**src/rtl/key_segment_stepper_pkg.sv**
```systemverilog
`default_nettype none
// ============================================================================
//  Module      : key_segment_stepper_pkg
//  Description : Shared constants for the push-button segment stepper:
//                position range, active-low HEX0 segment patterns and the
//                repeat FSM state encodings.
//  Revision    : 1.0 - initial release
// ============================================================================
package key_segment_stepper_pkg;

    localparam int NUM_POS = 7;
    localparam int POS_MAX = 6;

    // One active-low pattern per position, lit segment = bit index
    localparam logic [6:0] SEG_POS0 = 7'b111_1110;
    localparam logic [6:0] SEG_POS1 = 7'b111_1101;
    localparam logic [6:0] SEG_POS2 = 7'b111_1011;
    localparam logic [6:0] SEG_POS3 = 7'b111_0111;
    localparam logic [6:0] SEG_POS4 = 7'b110_1111;
    localparam logic [6:0] SEG_POS5 = 7'b101_1111;
    localparam logic [6:0] SEG_POS6 = 7'b011_1111;

    // Repeat FSM encodings
    localparam logic [1:0] ST_IDLE   = 2'd0;
    localparam logic [1:0] ST_DELAY  = 2'd1;
    localparam logic [1:0] ST_REPEAT = 2'd2;

    // Maps a position to its segment pattern; out-of-range codes blank the digit
    function automatic logic [6:0] seg_pattern(input logic [2:0] pos);
        logic [6:0] pat;
        case (pos)
            3'd0:    pat = SEG_POS0;
            3'd1:    pat = SEG_POS1;
            3'd2:    pat = SEG_POS2;
            3'd3:    pat = SEG_POS3;
            3'd4:    pat = SEG_POS4;
            3'd5:    pat = SEG_POS5;
            3'd6:    pat = SEG_POS6;
            default: pat = 7'b111_1111;
        endcase
        return pat;
    endfunction

endpackage : key_segment_stepper_pkg
`default_nettype wire

```
**src/rtl/key_debounce_repeat.sv**
```systemverilog
`default_nettype none
// ============================================================================
//  Module      : key_debounce_repeat
//  Description : One active-low push-button: two-flop synchroniser, debounce
//                counter with stable level, and a repeat FSM that emits a
//                one-cycle step request on press, after the initial delay and
//                then at the repeat rate while the key stays held.
//  Revision    : 1.0 - initial release
// ============================================================================
module key_debounce_repeat
    import key_segment_stepper_pkg::*;
#(
    parameter int DEBOUNCE_CYCLES = 1000000,
    parameter int REPEAT_DELAY    = 25000000,
    parameter int REPEAT_RATE     = 10000000,
    parameter int CNT_W           = 25
) (
    input  logic clk_i,
    input  logic rst_i,
    input  logic key_n_i,
    output logic step_o
);

    localparam logic [CNT_W-1:0] c_DEB_LAST   = CNT_W'(DEBOUNCE_CYCLES - 1);
    localparam logic [CNT_W-1:0] c_DELAY_LAST = CNT_W'(REPEAT_DELAY - 1);
    localparam logic [CNT_W-1:0] c_RATE_LAST  = CNT_W'(REPEAT_RATE - 1);

    logic             sync1_q, sync2_q;
    logic             stable_q, stable_d;   // debounced level, active-low
    logic [CNT_W-1:0] deb_cnt_q, deb_cnt_d;
    logic [1:0]       state_q, state_d;
    logic [CNT_W-1:0] tmr_q, tmr_d;
    logic             step_q, step_d;
    logic             w_pressed;

    assign w_pressed = ~stable_q;
    assign step_o    = step_q;

    // Two-flop synchroniser; resets to the released level
    always_ff @(posedge clk_i) begin
        if (rst_i) begin
            sync1_q <= 1'b1;
            sync2_q <= 1'b1;
        end else begin
            sync1_q <= key_n_i;
            sync2_q <= sync1_q;
        end
    end

    // Debounce: count while the synchronised level differs, accept it on the last count
    always_comb begin
        deb_cnt_d = '0;
        stable_d  = stable_q;
        if (sync2_q != stable_q) begin
            if (deb_cnt_q == c_DEB_LAST) begin
                stable_d = sync2_q;
            end else begin
                deb_cnt_d = deb_cnt_q + 1'b1;
            end
        end
    end

    // Debounce registers
    always_ff @(posedge clk_i) begin
        if (rst_i) begin
            stable_q  <= 1'b1;
            deb_cnt_q <= '0;
        end else begin
            stable_q  <= stable_d;
            deb_cnt_q <= deb_cnt_d;
        end
    end

    // Repeat FSM state, timer and registered step request
    always_ff @(posedge clk_i) begin
        if (rst_i) begin
            state_q <= ST_IDLE;
            tmr_q   <= '0;
            step_q  <= 1'b0;
        end else begin
            state_q <= state_d;
            tmr_q   <= tmr_d;
            step_q  <= step_d;
        end
    end

    // Next state; release wins over a same-cycle timer expiry
    always_comb begin
        state_d = state_q;
        case (state_q)
            ST_IDLE: begin
                // Release always returns here, so a pressed level in IDLE
                // can only be the first cycle after a fresh press.
                if (w_pressed) state_d = ST_DELAY;
            end
            ST_DELAY: begin
                if (!w_pressed)                state_d = ST_IDLE;
                else if (tmr_q == c_DELAY_LAST) state_d = ST_REPEAT;
            end
            ST_REPEAT: begin
                if (!w_pressed) state_d = ST_IDLE;
            end
            default: state_d = ST_IDLE;
        endcase
    end

    // Timer and step request for the coming cycle
    always_comb begin
        tmr_d  = tmr_q;
        step_d = 1'b0;
        case (state_q)
            ST_IDLE: begin
                tmr_d  = '0;
                step_d = w_pressed;
            end
            ST_DELAY: begin
                if (!w_pressed) begin
                    tmr_d = '0;
                end else if (tmr_q == c_DELAY_LAST) begin
                    tmr_d  = '0;
                    step_d = 1'b1;
                end else begin
                    tmr_d = tmr_q + 1'b1;
                end
            end
            ST_REPEAT: begin
                if (!w_pressed) begin
                    tmr_d = '0;
                end else if (tmr_q == c_RATE_LAST) begin
                    tmr_d  = '0;
                    step_d = 1'b1;
                end else begin
                    tmr_d = tmr_q + 1'b1;
                end
            end
            default: tmr_d = '0;
        endcase
    end

endmodule : key_debounce_repeat
`default_nettype wire

```
**src/rtl/key_segment_stepper.sv**
```systemverilog
`default_nettype none
// ============================================================================
//  Module      : key_segment_stepper
//  Description : Steps a single lit HEX0 segment around positions a..g.
//                KEY0 steps forward, KEY1 backward, with debounce and
//                auto-repeat; simultaneous requests cancel.
//  Revision    : 1.0 - initial release
// ============================================================================
module key_segment_stepper
    import key_segment_stepper_pkg::*;
#(
    parameter int DEBOUNCE_CYCLES = 1000000,
    parameter int REPEAT_DELAY    = 25000000,
    parameter int REPEAT_RATE     = 10000000,
    parameter int CNT_W           = 25
) (
    input  logic       iCLK_50,
    input  logic       iRST,
    input  logic [1:0] iKEY,
    output logic [6:0] oHEX0_D,
    output logic [2:0] oPOS,
    output logic       oSTEP
);

    localparam logic [2:0] c_POS_MAX = 3'(POS_MAX);

    logic [1:0] w_step;             // bit0 forward request, bit1 backward request
    logic [2:0] pos_q, pos_d;
    logic [6:0] hex_q, hex_d;
    logic       step_q, step_d;

    generate
        for (genvar k = 0; k < 2; k++) begin : g_key
            key_debounce_repeat #(
                .DEBOUNCE_CYCLES (DEBOUNCE_CYCLES),
                .REPEAT_DELAY    (REPEAT_DELAY),
                .REPEAT_RATE     (REPEAT_RATE),
                .CNT_W           (CNT_W)
            ) u_key (
                .clk_i   (iCLK_50),
                .rst_i   (iRST),
                .key_n_i (iKEY[k]),
                .step_o  (w_step[k])
            );
        end
    endgenerate

    // Wrap-around position update; opposing requests cancel
    always_comb begin
        pos_d  = pos_q;
        step_d = 1'b0;
        case (w_step)
            2'b01: begin
                pos_d  = (pos_q == c_POS_MAX) ? 3'd0 : pos_q + 3'd1;
                step_d = 1'b1;
            end
            2'b10: begin
                pos_d  = (pos_q == 3'd0) ? c_POS_MAX : pos_q - 3'd1;
                step_d = 1'b1;
            end
            default: begin
                pos_d  = pos_q;
                step_d = 1'b0;
            end
        endcase
        hex_d = seg_pattern(pos_d);
    end

    // Position, segment and step-pulse registers update together
    always_ff @(posedge iCLK_50) begin
        if (iRST) begin
            pos_q  <= 3'd0;
            hex_q  <= SEG_POS0;
            step_q <= 1'b0;
        end else begin
            pos_q  <= pos_d;
            hex_q  <= hex_d;
            step_q <= step_d;
        end
    end

    assign oPOS    = pos_q;
    assign oHEX0_D = hex_q;
    assign oSTEP   = step_q;

endmodule : key_segment_stepper
`default_nettype wire

```
**config.mk**
```make
export PLATFORM = sky130hd
export DESIGN_NAME = key_segment_stepper
export DESIGN_NICKNAME = d
export VERILOG_FILES = /design/src/rtl/key_segment_stepper_pkg.sv /design/src/rtl/key_debounce_repeat.sv /design/src/rtl/key_segment_stepper.sv
export SDC_FILE = /design/constraint.sdc
export NUM_CORES = 1
export LEC_CHECK = 0
export CAP_MARGIN = 0
export CORE_MARGIN = 2
export CORE_UTILIZATION = 43
export DETAILED_ROUTE_END_ITERATION = 6
export SYNTH_ARGS = -nofsm -noshare
export SYNTH_HDL_FRONTEND = slang
export SYNTH_HIERARCHICAL = 1
export SYNTH_SLANG_ARGS = --single-unit
```
**constraint.sdc**
```tcl
create_clock -name iCLK_50 -period 2.6 [get_ports iCLK_50]
set_input_delay 0.52 -clock iCLK_50 [delete_from_list [all_inputs] [get_ports iCLK_50]]
set_output_delay 0.52 -clock iCLK_50 [all_outputs]
set_load 0.03 [all_outputs]
```
# == Word level (Yosys, flattened, before mapping) ==
# Index checks and enable logic that the tools add are counted.
# op_classes
eq_ne,27
n_mux,35
n_reduce_logical,11
bitwise_logic,4
n_addsub,6
# op_table
op,n
2-to-1 mux 25 bit,8
"adder 25 x 1 -> 25 bit, second input constant",4
one-hot mux 25 bit (2 select lines),2
"equality test 25 x 20 -> 1 bit, second input constant",2
"equality test 25 x 24 -> 1 bit, second input constant",2
"equality test 25 bit, second input constant",2
one-hot mux 7 bit (7 select lines),1
2-to-1 mux 2 bit,8
"equality test 3 bit, second input constant",4
one-hot mux 2 bit (3 select lines),2
2-to-1 mux 1 bit,9
"equality test 2 x 1 -> 1 bit, second input constant",3
"equality test 2 bit, second input constant",3
"equality test 3 x 2 -> 1 bit, second input constant",2
logical NOT 3 bit,2
2-to-1 mux 3 bit,2
"!= test 3 x 1 -> 1 bit, second input constant",2
one-hot mux 1 bit (3 select lines),2
one-hot mux 3 bit (2 select lines),1
AND reduction 3 bit,2
OR reduction 3 bit,2
logical NOT 2 bit,2
"!= test 2 x 1 -> 1 bit, second input constant",2
"!= test 2 bit, second input constant",2
7 further kinds,12
# word_totals
reg_bits,123

# == Logic depth before layout (Yosys ltp) ==
# depth
word_depth,5
depth_mapped,8
ltp_nobuf,6

# == Hierarchy ==
# Netlist, hierarchy kept.
# modules_own_cells
module,instances,seq_area_each_um2,area_each_um2,cells_each
key_debounce_repeat,2,1121.1,2575.0,299
key_segment_stepper,1,220.2,550.5,51

# == Worst setup path after synthesis ==
# No wires, ideal clock.
# synth_path
kind,flip-flop to flip-flop
start,register pos_q[0] (netlist: oPOS[0])
end,register hex_q[5] (netlist: oHEX0_D[5])
period_less_slack_ps,2141
setup_slack_ps,459
path_stages_with_launch,7
t_arrival_ps,2014
setup_ps,127
n_path_buf,0
cell_sequence,dfxtp_1 > inv_1 > ha_1 > and4bb_2 > a21oi_1 > a221o_2 > or3b_1
# synth_between
elab_chain_cells,5
elab_cells_between_ends,15
# synth_rtl
item,line_no,source
start: declaration,key_segment_stepper.sv:28,"logic [2:0] pos_q, pos_d;"
start signal: assignment,key_segment_stepper.sv:76,pos_q <= pos_d;
"subtractor 3 x 1 -> 3 bit, or another cell as far along",key_segment_stepper.sv:58,pos_d = (pos_q == 3'd0) ? c_POS_MAX : pos_q - 3'd1;
"2-to-1 mux 3 bit, on equally long branches","key_segment_stepper.sv:58, key_segment_stepper.sv:54",
one-hot mux 3 bit (2 select lines) (*),key_segment_stepper.sv:52,case (w_step)
"equality test 3 bit, or another cell as far along",key_segment_stepper_pkg.sv:31,case (pos)
one-hot mux 7 bit (7 select lines) (*),key_segment_stepper_pkg.sv:31,
end signal: assignment,key_segment_stepper.sv:73,hex_q <= SEG_POS0;
end signal: assignment,key_segment_stepper.sv:77,hex_q <= hex_d;
end: declaration,key_segment_stepper.sv:29,"logic [6:0] hex_q, hex_d;"
# Every way passes the cells marked *; elsewhere a longest branch is shown, timed or not.
# A chain may end at the register's enable or synchronous reset.

# == Final worst setup path ==
# layout_path
start,register g_key[1].u_key.tmr_q[0]
end,register g_key[1].u_key.state_q[0]
# layout_between
elab_chain_cells,3
# layout_rtl
item,line_no,source
start: declaration,key_debounce_repeat.sv:32,"logic [CNT_W-1:0] tmr_q, tmr_d;"
start signal: assignment,key_debounce_repeat.sv:82,tmr_q <= tmr_d;
equality test 25 bit,key_debounce_repeat.sv:98,else if (tmr_q == c_DELAY_LAST) state_d = ST_REPEAT;
!= test 3 x 1 -> 1 bit (no line),n/a,
AND reduction 3 bit (no line),n/a,
end signal: assignment,key_debounce_repeat.sv:81,state_q <= state_d;
end: declaration,key_debounce_repeat.sv:31,"logic [1:0] state_q, state_d;"
# No other way between the ends.

==> results.cfg <==
[status]
run_status = completed

[sta]
fin_worst_skew_ns = 0.00685
slew_headroom_pct = 54.7
final_hold_viol_count = 0
setup_viol = 0
layout_worst_path_cycle_share_pct = 85.1
hold-worst-slack_ns = 0.410
clock.fmax_mhz = 452
grt_setup_unrepaired = no
slew_violations = 0
layout_min_cycle_time_ns = 2.21
fin_tns_setup_ns = 0
actual_transition_at_the_worst_max_transition_pin_ns = 0.671

[floorplanning]
die_w_um = 119
initial_utilization_pct = 43.6
rows = 42
dieHeight_um = 119
die_area_um2 = 14200
ioPinCount = 15
floorplan.core_area_um2 = 13100

[synth]
netlist_instances = 649
synth-warning-count = 6
postSynth.asyncResetShare_pct = 0
synth_enable_flop_cells = 0
yosysTopAreaCellShare_pct = 43.2
ys_seq_area_share_pct = 43.2
synth_area_per_cell_um2 = 8.78
synth_nets = 672
mappedNetlistArea_um2 = 5700
synth_flop_cell = dfxtp_1
synth_seq_cells = 123
synth_top_cells_by_area = dfxtp_1 (43%), nor2_1 (7.9%), xor2_1 (7.7%)
synth_cell_type_count = 44
yosysTopAreaCell = dfxtp_1

[setup_path]
critPathRequiredTime_ns = 2.94
critical_path.endpoint_type = flop
rrSetupSlack_ns = 0.39
worst_setup_path_start_kind = flop
worst-path-max-fanout = 4
criticalPathCategory = reg2reg
cp_arrival_ns = 2.55

[hold_path]
worstHoldPathType = reg2reg

[layout]
layout-area-overhead-vs-synth_pct = 16.1
antenna-diode-count = 0
num-nets-final = 693
final_common_cell = dfxtp_1
utilization_pct = 50.6
drive_above_1_share_pct = 7.78
mostFrequentLayoutCells = dfxtp_1 (123), nor2_1 (120), xor2_1 (50)

[placed_design]
place.port_buffers = 14
place.gp.congestion = 0.806
post_dp_hpwl_um = 7320

[grt]
grtUsageTotal_pct = 16.0
wire_length_of_the_first_global_routing_pass_um = 18700
grt_start_max_net_pins = 25
grt_antenna_before_repair = 0
globalRouteOverflowTotal = 0
vias_in_the_first_global_route = 4173

[pwr]
comb_power_share_pct = 0.6
power.sequential.fraction_pct = 44.3
netSwitchingFraction_pct = 19.0
p_int_mw = 3.46
total_leakage_power_nw = 2.05
power_per_cell_area_nw_per_um2 = 646
clock_share_of_power_pct = 55.2
switching_component_of_the_power_mw = 0.811
max-vdd-ir-drop_mv = 0.452

[drt]
routed_wire_length_per_instance_um = 12.4
detail_route.vias_per_cell = 5.24
via_count = 4490
antenna_violating_nets_post_route = 0
firstDrtPassIters = 4
drc = 0
detail_route.iter0.violations = 269
routed_wl_um = 10700

[clocking]
cts_setup_buffers = 0
buffer_levels_on_the_longest_clock_path = 2
clk_pin_slew_ns = 0.05
cts.repair.resized = 0
cts_sinks = 123
clock_insertion_delay_at_the_later_pin_of_the_skew_report_ns = 0.41
hold_buffers = 0
htreeDepth = 4
numCtsBuffers = 17
clock_tree.root_cell = clkbuf_16
cts_tree = done

[run]
cap_viol_max_count = 0
==> power groups by stage <==
stage	clock (mW)	sequential (mW)	combinational [mW]
5_1_grt	2.48	1.89	0.0271
2_1_floorplan	0	1.93	0.0124
3_5_place_dp	0	1.93	0.0244
4_1_cts	2.41	1.89	0.0244
3_3_place_gp	0	1.93	0.0242
6_report	2.36	1.89	0.0243
==> cells by family (layout without fill, tap and decap cells) <==
logic type	count (synthesis)	in the layout	share of synthesized area, %
buffers and inverters	40	72	2.90
multiplexers	2	2	0.351
XOR/XNOR	91	91	14.0
adder cells (fa/ha/maj)	19	19	4.17
AND/OR/NAND/NOR	338	338	30.2
flip-flops	123	123	43.2
AO/OA/AOI/OAI	36	36	5.20
==> flip-flops by register name (all words and copies together) (netlist names) <==
name and cells:
g_key.u_key/deb_cnt_q 50, g_key.u_key/stable_q 2, g_key.u_key/state_q 4, g_key.u_key/step_o 2, g_key.u_key/sync1_q 2, g_key.u_key/sync2_q 2, g_key.u_key/tmr_q 50, oHEX0_D 7
oPOS 3, oSTEP 1
==> per-layer routing <==
metal | global-route usage [%] | share of wire [%] | up-vias
met5 | 0 | 0 | -
met4 | 8.11 | 2.1 | 0
met3 | 3.93 | 3.2 | 19
met2 | 25.1 | 45 | 65
met1 | 20.6 | 50 | 2106
li1 | - | - | 2300
==> final timing paths <==
path,end,cells past startpoint,startpoint
worst max-delay path,g_key[1].u_key/state_q[0],6,g_key[1].u_key/tmr_q[0]
worst min-delay path,g_key[1].u_key/sync2_q,1,g_key[1].u_key/sync1_q
worst max register to register,g_key[1].u_key/state_q[0],6,g_key[1].u_key/tmr_q[0]
worst min register to register,g_key[1].u_key/sync2_q,1,g_key[1].u_key/sync1_q
==> final cells by class <==
cell class                 count  area (um2)
timing repair buffer          21         193
tap                          176         220
fill                        1195        6470
sequential                   123        2460
inverter                      21        78.8
clock inverter                 8         118
clock buffer                  22         474
multi-input combinational    486        3070
==> per-stage QoR <==
step	power (mW)	instances	setup WS (ns)	area (um2)
3_5_place_dp	1.96	827	0.385	6030
4_1_cts	4.33	857	0.380	6620
3_3_place_gp	1.96	827	0.466	6030
2_1_floorplan	1.94	649	0.459	5700
6_report	4.28	857	0.388	6620
5_1_grt	4.40	857	0.252	6620
==> Yosys cell counts, drive strengths merged (3+ instances only) <==
cell type	count
nor4b	6
dfxtp	123
a21oi	7
inv	21
nor3b	3
or2	10
a2111oi	3
clkbuf	12
xor2	50
nand4b	4
a31oi	6
nand4	26
nand3	48
ha	19
nor3	21
nor2	120
xnor2	41
and4	12
or4b	3
nand2b	3
o211ai	6
and3	6
nand2	46
nor4	20
buf	7
nor4bb	4
==> critical path: stages (launching register included) <==
cell	delay (ns)
dfxtp_1	0.38
ha_1	0.22
and3_1	0.24
nand4b_1	0.14
o41a_1	0.51
or4b_1	0.49
a31oi_1	0.17
No activity file was read; power rests on OpenSTA's default activity.
